[src/rtl/fifo_write_arbiter_pkg.sv]
// Shared types for the FIFO write arbiter: the ownership FSM state encoding.
package fifo_write_arbiter_pkg;

   typedef enum logic {
      IDLE   = 1'b0,
      LOCKED = 1'b1
   } state_e;

endpackage

[src/rtl/fifo_write_arbiter_round_robin_selector.sv]
// Combinational round-robin pick: first set request at or after ptr_i, wrapping N-1 -> 0.
module round_robin_selector #(
   parameter int unsigned N  = 4,
   parameter int unsigned IW = (N > 1) ? $clog2(N) : 1
) (
   input  logic [N-1:0]  req_i,
   input  logic [IW-1:0] ptr_i,
   output logic [N-1:0]  grant_o,
   output logic [IW-1:0] idx_o,
   output logic          valid_o
);

   always_comb begin
      int unsigned k;
      logic        found;
      k       = 0;
      found   = 1'b0;
      grant_o = '0;
      idx_o   = '0;
      for (int unsigned off = 0; off < N; off++) begin
         k = (32'(ptr_i) + off) % N;
         if (!found && req_i[IW'(k)]) begin
            found            = 1'b1;
            idx_o            = IW'(k);
            grant_o[IW'(k)]  = 1'b1;
         end
      end
      valid_o = found;
   end

endmodule

[src/rtl/fifo_write_arbiter.sv]
// Round-robin FIFO write arbiter with per-channel lock-to-own; zero-latency grant path.
// Optional per-channel saturating grant counters under FIFO_WRITE_ARBITER_STATISTICS_EN.
module fifo_write_arbiter
   import fifo_write_arbiter_pkg::*;
#(
   parameter int unsigned REQUESTERS  = 4,
   parameter int unsigned WIDTH       = 8,
   parameter int unsigned COUNT_WIDTH = 16
) (
   input  logic                             clock,
   input  logic                             reset,
   input  logic [REQUESTERS-1:0]            request_enable,
   input  logic [REQUESTERS-1:0][WIDTH-1:0] request_data,
   input  logic [REQUESTERS-1:0]            request_lock,
   output logic [REQUESTERS-1:0]            request_grant,
   output logic                             write_enable,
   output logic [WIDTH-1:0]                 write_data,
   input  logic                             write_full
`ifdef FIFO_WRITE_ARBITER_STATISTICS_EN
  ,output logic [REQUESTERS-1:0][COUNT_WIDTH-1:0] grant_count
`endif
);

   localparam int unsigned IW = (REQUESTERS > 1) ? $clog2(REQUESTERS) : 1;

   if (REQUESTERS < 2 || COUNT_WIDTH < 1) begin : g_bad_params
      $error("fifo_write_arbiter: REQUESTERS must be >= 2 and COUNT_WIDTH >= 1");
   end

   state_e                  state_q, state_d;
   logic [IW-1:0]           ptr_q, ptr_d;
   logic [IW-1:0]           owner_q, owner_d;
   logic [REQUESTERS-1:0]   sel_grant;
   logic [IW-1:0]           sel_idx;
   logic                    sel_valid;

   function automatic logic [IW-1:0] next_idx(input logic [IW-1:0] i);
      return (32'(i) == REQUESTERS - 1) ? '0 : IW'(32'(i) + 1);
   endfunction

   round_robin_selector #(
      .N  (REQUESTERS),
      .IW (IW)
   ) u_sel (
      .req_i   (request_enable),
      .ptr_i   (ptr_q),
      .grant_o (sel_grant),
      .idx_o   (sel_idx),
      .valid_o (sel_valid)
   );

   // Grant decision and next state; reset forces the grant path quiet immediately.
   always_comb begin
      state_d       = state_q;
      ptr_d         = ptr_q;
      owner_d       = owner_q;
      request_grant = '0;
      if (!reset && !write_full) begin
         case (state_q)
            IDLE: begin
               if (sel_valid) begin
                  request_grant = sel_grant;
                  if (request_lock[sel_idx]) begin
                     state_d = LOCKED;
                     owner_d = sel_idx;
                  end else begin
                     ptr_d = next_idx(sel_idx);
                  end
               end
            end
            LOCKED: begin
               request_grant[owner_q] = request_enable[owner_q];
               // Release needs some request pending so a silent bus keeps state frozen.
               if (!request_lock[owner_q] && (|request_enable)) begin
                  state_d = IDLE;
                  ptr_d   = next_idx(owner_q);
               end
            end
            default: state_d = IDLE;
         endcase
      end
   end

   always_comb begin
      write_data = '0;
      for (int unsigned i = 0; i < REQUESTERS; i++) begin
         if (request_grant[i]) write_data = write_data | request_data[i];
      end
   end

   assign write_enable = |request_grant;

   always_ff @(posedge clock or posedge reset) begin
      if (reset) begin
         state_q <= IDLE;
         ptr_q   <= '0;
         owner_q <= '0;
      end else begin
         state_q <= state_d;
         ptr_q   <= ptr_d;
         owner_q <= owner_d;
      end
   end

`ifdef FIFO_WRITE_ARBITER_STATISTICS_EN
   logic [REQUESTERS-1:0][COUNT_WIDTH-1:0] cnt_q;

   always_ff @(posedge clock or posedge reset) begin
      if (reset) begin
         cnt_q <= '0;
      end else begin
         for (int unsigned i = 0; i < REQUESTERS; i++) begin
            if (request_grant[i] && (cnt_q[i] != '1)) cnt_q[i] <= cnt_q[i] + COUNT_WIDTH'(1);
         end
      end
   end

   assign grant_count = cnt_q;
`endif

endmodule

[config.mk]
export PLATFORM = sky130hd
export DESIGN_NAME = fifo_write_arbiter
export DESIGN_NICKNAME = d
export VERILOG_FILES = /design/src/rtl/fifo_write_arbiter_pkg.sv /design/src/rtl/fifo_write_arbiter_round_robin_selector.sv /design/src/rtl/fifo_write_arbiter.sv
export SDC_FILE = /design/constraint.sdc
export NUM_CORES = 1
export LEC_CHECK = 0
export ABC_AREA = 0
export CORE_AREA = 4 4 60 62
export CTS_CLUSTER_SIZE = 25
export DETAILED_ROUTE_END_ITERATION = 12
export DIE_AREA = 0 0 64 66
export GPL_TIMING_DRIVEN = 0
export PLACE_DENSITY = 0.79
export REMOVE_ABC_BUFFERS = 1
export SLEW_MARGIN = 5
export SYNTH_ARGS = -nofsm -noshare
export SYNTH_HDL_FRONTEND = slang
export SYNTH_SLANG_ARGS = --single-unit
[constraint.sdc]
create_clock -name clock -period 4.85 [get_ports clock]
set_input_delay 1.455 -clock clock [delete_from_list [all_inputs] [get_ports clock]]
set_output_delay 1.455 -clock clock [all_outputs]
set_load 0.05 [all_outputs]
==> out/qor.csv <==
stage,metric,value,unit
floorplan,I/O Pins,56,
global_route,initial antenna violation count,0,
floorplan,total die area,4220,sq um
timing,slew margin rel.,0.691,
clock_tree,root buf cell,clkbuf_4,
global_route,vias in the first global route,1618,
drt,Routed Antenna Nets,0,
logic_synthesis,sequential-to-total area share from yosys stat,0.0994,
drt,first drt pass iteration count,6,
timing,max-slew violation count,0,
global_route,GR peak layer,met2,
floorplan,DIE WIDTH,64,microns
finish,ant diodes,0,
floorplan,Initial Utilization,0.416,
flow_run,number of max-cap violations,0,
clock_tree,TritonCTS clock tree,built,
drt,WL final,4.77,mm
timing,Worst Skew,0.00293,ns
drt,vias per inst,6.05,
logic_synthesis,cell accounting for the most synthesized area,a221o_1,
global_route,first-pass GRT wire length,7.91,mm
floorplan,Core ar.,3030,sq um
logic_synthesis,synthesized cell area,1260,sq um
logic_synthesis,Main synth FF type,dfrtp_1,
logic_synthesis,top-area cell type share of the netlist area,0.127,
timing,final setup vio count,7,
placed_design,hpwl dp,3.16,mm
logic_synthesis,"count leader, synth",nor2_1,
clock_tree,clk slew on worst S/H paths,0.04,ns
critical_path,CP Class,in -> out,
drt,Detailed Route Iter0 Violations,68,
global_route,met1 usage,0.274,
placed_design,GP Congestion,0.887,
drt,Vias,1561,
power,clock power share,0.034,
drt,Routed WL per cell,18.5,microns
floorplan,num rows,20,
global_route,grt total ovfl,0,
clock_tree,clock tree buffer depth,2,
power,Internal,0.615,mW
critical_path,type of origin of the critical path,input port,
power,switch share,0.561,
critical_path,arrival time at the worst endpoint,3.53,ns
timing,Peak Freq,201,MHz
logic_synthesis,number of synthesized flops with an enable pin,0,
global_route,gr usage total,0.233,
clock_tree,clk sinks,5,
clock_tree,H-tree levels,1,
power,Combinational Power Share,0.875,
critical_path,CP Capture Type,output port,
critical_path,Worst Path Required,3.39,ns
timing,setup TNS,-0.454,ns
finish,# nets final,270,
run_status,failing checks,setup timing,
critical_path,crit path max fanout,7,
logic_synthesis,Seq cells post-synth,5,
run_status,run status,"finished, violations left",
drt,DRC viols,0,
logic_synthesis,asr flop ratio synth,1.00,
finish,Syn-to-layout area delta,72.8,%
timing,post-route minimum period,4.98,ns
power,pwr/cell area,645,nW/um^2
timing,final setup margin,-0.134,ns
floorplan,Die Height,66,microns
min_path,HP Class,reg -> reg,
power,P_sw,0.787,mW
clock_tree,CTS Buf Count,3,
global_route,met3 Track Usage GR,0.0493,
clock_tree,"Clk Latency, worst-skew pair",0.24,ns
placed_design,IO buf count,55,
timing,RSZ-0062 raised after global routing,yes,
finish,layout cells sized above 1,0.336,
power,sequential fraction of design power,0.091,
power,Pleak,0.855,nW
logic_synthesis,Avg Inst Size Synth,8.62,sq um
logic_synthesis,synth top area cells,"a221o_1, ha_1, dfrtp_1",
logic_synthesis,yosys warns,0,
timing,period utilization,1.03,
logic_synthesis,Mapped Cells,146,
logic_synthesis,Unique masters post-synth,45,
global_route,met2 Resource Use GR,0.409,
timing,hold_ws,0.680,ns
clock_tree,Post-CTS Hold Fix Bufs,0,
global_route,largest net degree at the start of global routing,14,
timing,Slew @ Worst Pin,0.459,ns
logic_synthesis,"top cells by count, synth","nor2_1, a221o_1, a21oi_1, ha_1, a22oi_1",
timing,final hold violation count,0,
power,maximum VDD drop,372,uV
## final timing paths
kind | startpoint | to | slack (ns) | cells past startpoint
max in group asynchronous | reset | ptr_q[0] | 3.34 | 2
max reg2reg | ptr_q[0] | owner_q[1] | 1.63 | 10
max | request_enable[1] | write_enable | -0.13 | 10
min | owner_q[0] | owner_q[0] | 0.68 | 2
min in group asynchronous | reset | state_q | 1.32 | 2
min reg2reg | owner_q[0] | owner_q[0] | 0.68 | 2
## cells in the final DEF, fill, tap and decap left out, types with 6 or more instances in the layout
cell type        count
clkdlybuf4s50_1     36
a22oi_1             10
nor2_1              16
a21oi_1              8
buf_4               12
ha_1                11
inv_1                6
buf_6               10
a221o_1             16
mux2i_1              6
## area by class of cell
class	instances	area [sq um]
Clock buffer	4	26.3
Inverter	7	26.3
Sequential cell	5	128
Tap cell	44	55.1
Fill cell	228	853
Multi-Input combinational cell	129	1250
Timing Repair Buffer	69	691
## power by group through the flow
| stage | Clock, mW | Combinational, mW | Sequential [mW] |
|---|---|---|---|
| floorplan | 0 | 0.709 | 0.109 |
| global placement | 0 | 0.918 | 0.122 |
| detailed placement | 0 | 0.950 | 0.123 |
| CTS | 0.0500 | 1.15 | 0.123 |
| global route | 0.0533 | 1.31 | 0.133 |
| finish | 0.0471 | 1.23 | 0.128 |
## logic make-up after synthesis
kind of cell	share of synthesized area
AO/OA/AOI/OAI	0.385
AND/OR/NAND/NOR	0.172
buffers and inverters	0.0636
multiplexers	0.161
adder cells (fa/ha/maj)	0.119
flip-flops	0.0994
## per-layer routing
| metal | vias to the layer above | wire, microns |
|---|---|---|
| met3 | 5 | 287 |
| met4 | 0 | 26 |
| met1 | 768 | 1920 |
| met5 | - | 0 |
| li1 | 734 | - |
| met2 | 54 | 2540 |
## state kept, by name, summed over array words and instances, names as in the netlist
name     cells
ptr_q        2
owner_q      2
state_q      1
## stage by stage
stage          cells  power (mW)  area [sq um]  utilization  setup WS [ns]
6_report         258        1.40          2170        0.718         -0.134
4_1_cts          254        1.33          2100        0.693         -0.135
3_3_place_gp     237        1.04          1810        0.598          -1.27
3_5_place_dp     237        1.07          1810        0.598          -1.40
5_1_grt          258        1.49          2170        0.718         -0.182
2_1_floorplan    138       0.818          1200            -         -0.281
## timing repair
item,CTS,global route
resized for setup,119,36
pin swaps,9,8
cloned,3,0
buffers inserted,11,4
setup endpoints to repair,13,13
## worst max-delay path: stages
cell,delay (ns)
buf_12,0.11
mux4_2,0.49
nor2b_4,0.16
a22oi_2,0.17
a21oi_2,0.08
a211oi_2,0.23
nor4_4,0.08
buf_4,0.17
or4_4,0.42
buf_8,0.17
Note: power is estimated with default switching activity, not from simulation.
